===== src/rtl/fp_pkg.sv =====
// ---------------------------------------------------------------------------
// fp_pkg
// Shared floating-point datapath definitions: default field widths, the bit
// positions of the result flag vector and a packed result record.
// No ports (package).
// ---------------------------------------------------------------------------
package fp_pkg;

    // Default single-precision style field widths.
    localparam int EXP_W_DEF = 8;
    localparam int MAN_W_DEF = 23;

    // Result flag vector layout: {zero, ovf, unf, inexact}.
    localparam int FLAGS_W   = 4;
    localparam int FLAG_ZERO = 3;
    localparam int FLAG_OVF  = 2;
    localparam int FLAG_UNF  = 1;
    localparam int FLAG_INX  = 0;

    // Packed result for the default widths.
    typedef struct packed {
        logic                 s;
        logic [EXP_W_DEF-1:0] ex;
        logic [MAN_W_DEF:0]   sg;
        logic [FLAGS_W-1:0]   flags;
    } fp_result_t;

endpackage


===== src/rtl/fp_lzc.sv =====
// ---------------------------------------------------------------------------
// fp_lzc
// Combinational leading-zero counter.
// Ports:
//   data_i  [W-1:0]      vector to scan, MSB first
//   count_o [CNT_W-1:0]  number of zeros above the most significant one
//                        (W when the vector is all zero)
//   zero_o               vector is all zero
// ---------------------------------------------------------------------------
module fp_lzc #(
    parameter int W     = 26,
    parameter int CNT_W = $clog2(W + 1)
) (
    input  logic [W-1:0]     data_i,
    output logic [CNT_W-1:0] count_o,
    output logic             zero_o
);

    // Ascending scan: the last hit is the most significant set bit.
    always_comb begin
        count_o = CNT_W'(W);
        for (int i = 0; i < W; i++) begin
            if (data_i[i]) begin
                count_o = CNT_W'(W - 1 - i);
            end
        end
    end

    assign zero_o = ~|data_i;

endmodule


===== src/rtl/fa_norm_round.sv =====
// ---------------------------------------------------------------------------
// fa_norm_round
// Normalise-and-round stage of the FP adder / MAC datapath. Finds the leading
// one of the raw aligned sum, normalises, rounds to nearest-even using
// guard/round/sticky, and packs the result with exception flags.
// Pipeline: normalise register -> round register -> registered outputs, so a
// beat accepted at edge N is presented after edge N+2. One global stall
// (out_valid & ~out_ready) freezes every rank.
// Ports:
//   CLK, RESETn          clock, synchronous active-low reset
//   in_valid / in_ready  input handshake
//   in_sign              sign of the sum
//   in_ex     [EXP_W]    biased exponent of the integer bit in_sum[SUM_W-2]
//   in_sum    [SUM_W]    {carry, integer, fraction, guard, round}
//   in_sticky            OR of alignment bits below round
//   out_valid/out_ready  output handshake
//   out_s, out_ex, out_sg {hidden, fraction}, out_flags {zero,ovf,unf,inexact}
// ---------------------------------------------------------------------------
module fa_norm_round
    import fp_pkg::*;
#(
    parameter int EXP_W = EXP_W_DEF,
    parameter int MAN_W = MAN_W_DEF
) (
    input  logic               CLK,
    input  logic               RESETn,
    input  logic               in_valid,
    output logic               in_ready,
    input  logic               in_sign,
    input  logic [EXP_W-1:0]   in_ex,
    input  logic [MAN_W+3:0]   in_sum,
    input  logic               in_sticky,
    output logic               out_valid,
    input  logic               out_ready,
    output logic               out_s,
    output logic [EXP_W-1:0]   out_ex,
    output logic [MAN_W:0]     out_sg,
    output logic [FLAGS_W-1:0] out_flags
);

    localparam int SUM_W = MAN_W + 4;          // carry + integer + frac + G + R
    localparam int NRM_W = SUM_W - 1;          // integer + frac + G + R
    localparam int SIG_W = MAN_W + 1;          // hidden + frac
    localparam int IEX_W = EXP_W + 2;          // signed, wide enough not to wrap
    localparam int LZ_W  = $clog2(NRM_W + 1);

    localparam logic signed [IEX_W-1:0] EX_ONE  = IEX_W'(1);
    localparam logic signed [IEX_W-1:0] EX_ZERO = '0;
    localparam logic signed [IEX_W-1:0] EX_MAX  = IEX_W'((1 << EXP_W) - 1);

    logic stall;
    assign stall    = out_valid & ~out_ready;
    assign in_ready = ~stall;

    // -----------------------------------------------------------------------
    // Stage 1: normalise
    // -----------------------------------------------------------------------
    logic [LZ_W-1:0]         lz;
    logic                    nrm_all_zero;
    logic signed [IEX_W-1:0] ex_in;

    fp_lzc #(
        .W     (NRM_W),
        .CNT_W (LZ_W)
    ) u_lzc (
        .data_i  (in_sum[NRM_W-1:0]),
        .count_o (lz),
        .zero_o  (nrm_all_zero)
    );

    assign ex_in = {2'b00, in_ex};

    logic                    s1_valid_q,  s1_valid_d;
    logic                    s1_sign_q,   s1_sign_d;
    logic signed [IEX_W-1:0] s1_ex_q,     s1_ex_d;
    logic [NRM_W-1:0]        s1_man_q,    s1_man_d;
    logic                    s1_sticky_q, s1_sticky_d;
    logic                    s1_zero_q,   s1_zero_d;

    always_comb begin
        s1_valid_d  = in_valid;
        s1_sign_d   = in_sign;
        // lz is 0 when the integer bit is set, so this also covers pass-through.
        s1_man_d    = in_sum[NRM_W-1:0] << lz;
        s1_ex_d     = ex_in - $signed(IEX_W'(lz));
        s1_sticky_d = in_sticky;
        if (in_sum[SUM_W-1]) begin
            // Carry out of the adder: the dropped round bit folds into sticky.
            s1_man_d    = in_sum[SUM_W-1:1];
            s1_sticky_d = in_sticky | in_sum[0];
            s1_ex_d     = ex_in + EX_ONE;
        end
        s1_zero_d = ~in_sum[SUM_W-1] & nrm_all_zero;
    end

    // -----------------------------------------------------------------------
    // Stage 2: round to nearest, ties to even
    // -----------------------------------------------------------------------
    logic                    s2_valid_q,   s2_valid_d;
    logic                    s2_sign_q,    s2_sign_d;
    logic signed [IEX_W-1:0] s2_ex_q,      s2_ex_d;
    logic [SIG_W-1:0]        s2_sig_q,     s2_sig_d;
    logic                    s2_inexact_q, s2_inexact_d;
    logic                    s2_zero_q,    s2_zero_d;

    logic             rnd_g, rnd_r, rnd_lsb, rnd_inc;
    logic [SIG_W:0]   rnd_sum;

    always_comb begin
        rnd_g   = s1_man_q[1];
        rnd_r   = s1_man_q[0];
        rnd_lsb = s1_man_q[2];
        rnd_inc = rnd_g & (rnd_r | s1_sticky_q | rnd_lsb);
        rnd_sum = {1'b0, s1_man_q[NRM_W-1:2]} + (SIG_W + 1)'(rnd_inc);

        s2_valid_d   = s1_valid_q;
        s2_sign_d    = s1_sign_q;
        s2_zero_d    = s1_zero_q;
        s2_inexact_d = rnd_g | rnd_r | s1_sticky_q;
        s2_ex_d      = s1_ex_q;
        s2_sig_d     = rnd_sum[SIG_W-1:0];
        if (rnd_sum[SIG_W]) begin
            // 1.111..1 + ulp: renormalise to 1.000..0 one binade up.
            s2_sig_d = {1'b1, {MAN_W{1'b0}}};
            s2_ex_d  = s1_ex_q + EX_ONE;
        end
    end

    // -----------------------------------------------------------------------
    // Output: exception handling and packing
    // -----------------------------------------------------------------------
    logic               out_valid_q, out_valid_d;
    logic               out_s_q,     out_s_d;
    logic [EXP_W-1:0]   out_ex_q,    out_ex_d;
    logic [SIG_W-1:0]   out_sg_q,    out_sg_d;
    logic [FLAGS_W-1:0] out_flags_q, out_flags_d;

    always_comb begin
        out_valid_d = s2_valid_q;
        out_s_d     = s2_sign_q;
        out_ex_d    = s2_ex_q[EXP_W-1:0];
        out_sg_d    = s2_sig_q;
        out_flags_d = '0;
        if (s2_zero_q) begin
            // Exact zero is always reported as +0.
            out_s_d                = 1'b0;
            out_ex_d               = '0;
            out_sg_d               = '0;
            out_flags_d[FLAG_ZERO] = 1'b1;
        end else if (s2_ex_q >= EX_MAX) begin
            out_ex_d               = '1;
            out_sg_d               = '0;
            out_flags_d[FLAG_OVF]  = 1'b1;
            out_flags_d[FLAG_INX]  = 1'b1;
        end else if (s2_ex_q <= EX_ZERO) begin
            // No subnormals: anything at or below exponent 0 flushes to zero.
            out_ex_d               = '0;
            out_sg_d               = '0;
            out_flags_d[FLAG_UNF]  = 1'b1;
            out_flags_d[FLAG_INX]  = 1'b1;
        end else begin
            out_flags_d[FLAG_INX]  = s2_inexact_q;
        end
    end

    // -----------------------------------------------------------------------
    // Pipeline registers: every rank advances together unless stalled.
    // -----------------------------------------------------------------------
    always_ff @(posedge CLK) begin
        if (!RESETn) begin
            s1_valid_q   <= 1'b0;
            s1_sign_q    <= 1'b0;
            s1_ex_q      <= '0;
            s1_man_q     <= '0;
            s1_sticky_q  <= 1'b0;
            s1_zero_q    <= 1'b0;
            s2_valid_q   <= 1'b0;
            s2_sign_q    <= 1'b0;
            s2_ex_q      <= '0;
            s2_sig_q     <= '0;
            s2_inexact_q <= 1'b0;
            s2_zero_q    <= 1'b0;
            out_valid_q  <= 1'b0;
            out_s_q      <= 1'b0;
            out_ex_q     <= '0;
            out_sg_q     <= '0;
            out_flags_q  <= '0;
        end else if (!stall) begin
            s1_valid_q   <= s1_valid_d;
            s1_sign_q    <= s1_sign_d;
            s1_ex_q      <= s1_ex_d;
            s1_man_q     <= s1_man_d;
            s1_sticky_q  <= s1_sticky_d;
            s1_zero_q    <= s1_zero_d;
            s2_valid_q   <= s2_valid_d;
            s2_sign_q    <= s2_sign_d;
            s2_ex_q      <= s2_ex_d;
            s2_sig_q     <= s2_sig_d;
            s2_inexact_q <= s2_inexact_d;
            s2_zero_q    <= s2_zero_d;
            out_valid_q  <= out_valid_d;
            out_s_q      <= out_s_d;
            out_ex_q     <= out_ex_d;
            out_sg_q     <= out_sg_d;
            out_flags_q  <= out_flags_d;
        end
    end

    assign out_valid = out_valid_q;
    assign out_s     = out_s_q;
    assign out_ex    = out_ex_q;
    assign out_sg    = out_sg_q;
    assign out_flags = out_flags_q;

endmodule


===== config.mk =====
export PLATFORM = sky130hd
export DESIGN_NAME = fa_norm_round
export DESIGN_NICKNAME = d
export VERILOG_FILES = /design/src/rtl/fp_pkg.sv /design/src/rtl/fp_lzc.sv /design/src/rtl/fa_norm_round.sv
export SDC_FILE = /design/constraint.sdc
export NUM_CORES = 1
export LEC_CHECK = 0
export BUFFER_PORTS_ARGS = -buffer_cell sky130_fd_sc_hd__buf_2
export CAP_MARGIN = 5
export CORE_MARGIN = 1.5
export CORE_UTILIZATION = 55
export CTS_CLUSTER_SIZE = 16
export DETAILED_ROUTE_END_ITERATION = 12
export PLACE_DENSITY = 0.87
export SLEW_MARGIN = 30
export SYNTH_ARGS = -nofsm -noshare
export SYNTH_HDL_FRONTEND = slang
export SYNTH_HIERARCHICAL = 1
export SYNTH_SLANG_ARGS = --single-unit

===== constraint.sdc =====
create_clock -name CLK -period 3.7 [get_ports CLK]
set_clock_uncertainty 0.15 [all_clocks]
set_input_delay 0.37 -clock CLK [delete_from_list [all_inputs] [get_ports CLK]]
set_output_delay 0.37 -clock CLK [all_outputs]
set_load 0.03 [all_outputs]

==> results.yml <==
synth:
  ys_types: 64
  synth_edf_count: 0
  syn_avg_cell_area_sq_um: 7.94
  syn_inst: 838
  netlist_area_sq_um: 6660
  syn_nets: 888
  async_reset_ff_share_pct: 0
  synth_seq_cells: 116
  ys.flop_type: "dfxtp_1"
  yosysWarnings: 6
  yosysSeqAreaShare_pct: 34.9
place:
  dp_worst_setup_slack_ns: 0.309
  dp.final_hpwl_um: 12700
  place_inst: 1027
  gp_congestion: 1.04
  port_buffers: 79
clocking:
  cts_made_buffers: 17
  worstSkewPairLatency_ns: 0.42
  clock_sinks: 116
  hold_buffers: 0
  cts.clk_slew.worst_paths_ns: 0.05
  cts_tree: "built"
  cts-resized-gates: 0
  htree_levels: 4
  clockRootBuffer: "clkbuf_16"
  cts_buffer_depth: 2
  cts_setup_buffers: 0
route:
  via_per_inst: 6.31
  routed_wl_um: 18300
  ant_nets: 0
  drc: 0
  first_pass_iters: 6
  drt-initial-drc-count: 772
  wire_per_inst_um: 17.3
  num_vias: 6685
finish:
  area_delta_synth_final_pct: 16.0
  antenna_cells: 0
  drive_gt1_share_pct: 18.3
  final-instance-count-excl-fill: 1059
  layout.cells.most_common: "dfxtp_1"
  num-nets-final: 949
  layout_common_cells: "116 x dfxtp_1, 107 x nand2_1, 96 x nor2_1"
status:
  status: "finished clean"
hold_path:
  min_from: "in_sign"
  timing.hold.worst_path_depth: 3
  hold_path.class: "input pin to register"
worst_setup_path:
  crit_required_ns: 3.84
  r2r_setup_slack_ns: 1.11
  crit_path_end: "s1_man_q[16]"
  path_max_fanout: 19
  critical-path-slowest-cell: "mux4_2"
  arrival_ns: 3.09
  path_class: "input pin to register"
  cp_top_family: "compound AO/OA/AOI/OAI gates"
  r2r_cells: 6
  crit_path_start: "in_sum[1]"
  reg2reg_from: "s1_man_q[1]"
  cp_slowest_stage_delay_ns: 0.57
  start_kind: "input pin"
  cp.depth: 12
  reg2reg_to: "s2_sig_q[9]"
  cp-end-kind: "register"
  path_buf_inv: 2
  crit_chain: "buf_2 > nand2b_1 > a221o_1 > a221oi_2 > o21ai_1 > a21oi_4 > buf_4 > mux4_2 > mux2i_1 > nor3_1 > a211oi_1 > a21oi_1"
floorplanning:
  die_y_um: 113
  io_pins: 80
  rows: 40
  start_util_pct: 55.9
  core_sq_um: 11900
  dieArea_sq_um: 12800
  die_x_um: 113
sta:
  finalHoldViolCount: 0
  holdWs_ns: 0.0509
  fin_ws_ns: 0.742
  max_freq_ghz: 0.338
  setup_viol: 0
  min_period_ns: 2.96
  tns_ns: 0
  tightestPinTransition_ns: 0.818
  rsz0062_at_grt: "no"
  period_share_pct: 79.9
  finalMaxSlewViolations: 0
  relSlewSlack_pct: 45.5
pwr:
  vdd_drop_max_mv: 0.358
  p_leak_nw: 3.01
  power_density_nw_per_um2: 445
global_route:
  first_global_vias: 6109
  grt_max_degree: 60
  overflow: 0
  grt_pass1_wl_um: 30300
  antenna_found_initial: 0
  grt_use_total_pct: 29.3
flow_run:
  drv_cap: 0
-- worst min-delay path, stage by stage --
cell and delay (ns):
buf_2 0.09, nand2_1 0.05, a21oi_1 0.05
-- synth_stat cells (2+ instances only) --
cell	count	share of area, %
nand4_1	8	0.75
or4_1	5	0.56
and4_1	6	0.79
ha_1	8	1.5
mux4_2	14	4.7
xor2_1	18	2.4
buf_2	9	0.68
a2111oi_0	2	0.26
and2_1	4	0.38
a221oi_1	19	2.5
a21oi_1	58	4.4
o211ai_1	7	0.79
inv_1	19	1.1
nand3b_1	2	0.23
o21ai_0	78	5.9
a211o_1	2	0.26
nor2b_1	7	0.66
nor3_1	19	1.4
buf_1	2	0.11
mux2i_1	20	3.0
or3_1	6	0.56
o31ai_1	3	0.34
mux2_2	8	1.4
o22ai_1	2	0.19
dfxtp_1	116	35
xnor2_1	13	1.7
a31oi_1	13	1.2
a211oi_1	14	1.6
a22oi_1	24	2.7
o311ai_0	4	0.53
nand2_1	107	6.0
nor4_1	9	0.85
nand2b_1	2	0.19
clkbuf_1	43	2.4
nor2_1	96	5.4
o21a_1	2	0.23
and3_1	5	0.47
a311o_1	3	0.45
nand3_1	35	2.6
and4_4	2	0.34
-- worst min path at each step --
| stage | slack (ns) | to |
|---|---|---|
| floorplan | 0.28 | s2_sig_q[11] |
| global placement | 0.29 | out_ex[1] |
| detailed placement | 0.29 | out_s |
| CTS | 0.04 | s1_sign_q |
| global route | 0.07 | s1_sign_q |
| finish | 0.05 | s1_sign_q |
-- where the power goes --
| part | switching, W | total, W | internal, W |
|---|---|---|---|
| registers | 0.0000772 | 0.00141 | 0.00133 |
| logic | 0.000353 | 0.000575 | 0.000222 |
| clock network | 0.000552 | 0.00145 | 0.000896 |
-- per-stage QoR --
| step | util (%) | power [W] | instance area [sq um] |
|---|---|---|---|
| floorplan | - | 0.00181 | 6660 |
| CTS | 64.8 | 0.00343 | 7720 |
| global route | 64.8 | 0.00356 | 7720 |
| finish | 64.8 | 0.00343 | 7720 |
| global placement | 60.2 | 0.00198 | 7180 |
| detailed placement | 60.3 | 0.00199 | 7190 |
-- per-layer routing --
layer  wire length (um)  vias up  GRT usage, %
met5                  0        -             0
met4                541        0          12.7
met3               1620       57          6.86
met2               8000      339          43.7
met1               8130     3081          40.7
li1                   -     3208             -
-- sequential cells by signal, indices dropped and copies added, names as in the netlist --
signal and flops:
out_s 1, out_valid 1, s2_inexact_q 1, out_ex 8, out_sg 24, s2_sign_q 1, s2_sig_q 24, s1_man_q 26
out_valid_d 1, out_flags 4, s2_ex_q 10, s2_zero_q 1, s1_zero_q 1, s1_sticky_q 1, s1_sign_q 1, s1_valid_q 1
s1_ex_q 10
-- area by class of cell --
cell class,instances,area [sq um]
clock inverter,10,57.6
sequential,116,2320
multi-input combinational,646,4070
clock buffer,22,474
fill,1016,4190
tap,147,184
inverter,21,78.8
timing repair buffer,97,531
-- kinds of logic after synthesis --
kind of cell	share of synthesized area (%)
xor+xnor	4.08
flops	34.9
compound gates	23.1
mux	9.10
simple gates	22.6
fa+ha+maj	1.80
buf+inv	4.51
Note: power is estimated with default switching activity, not from simulation.
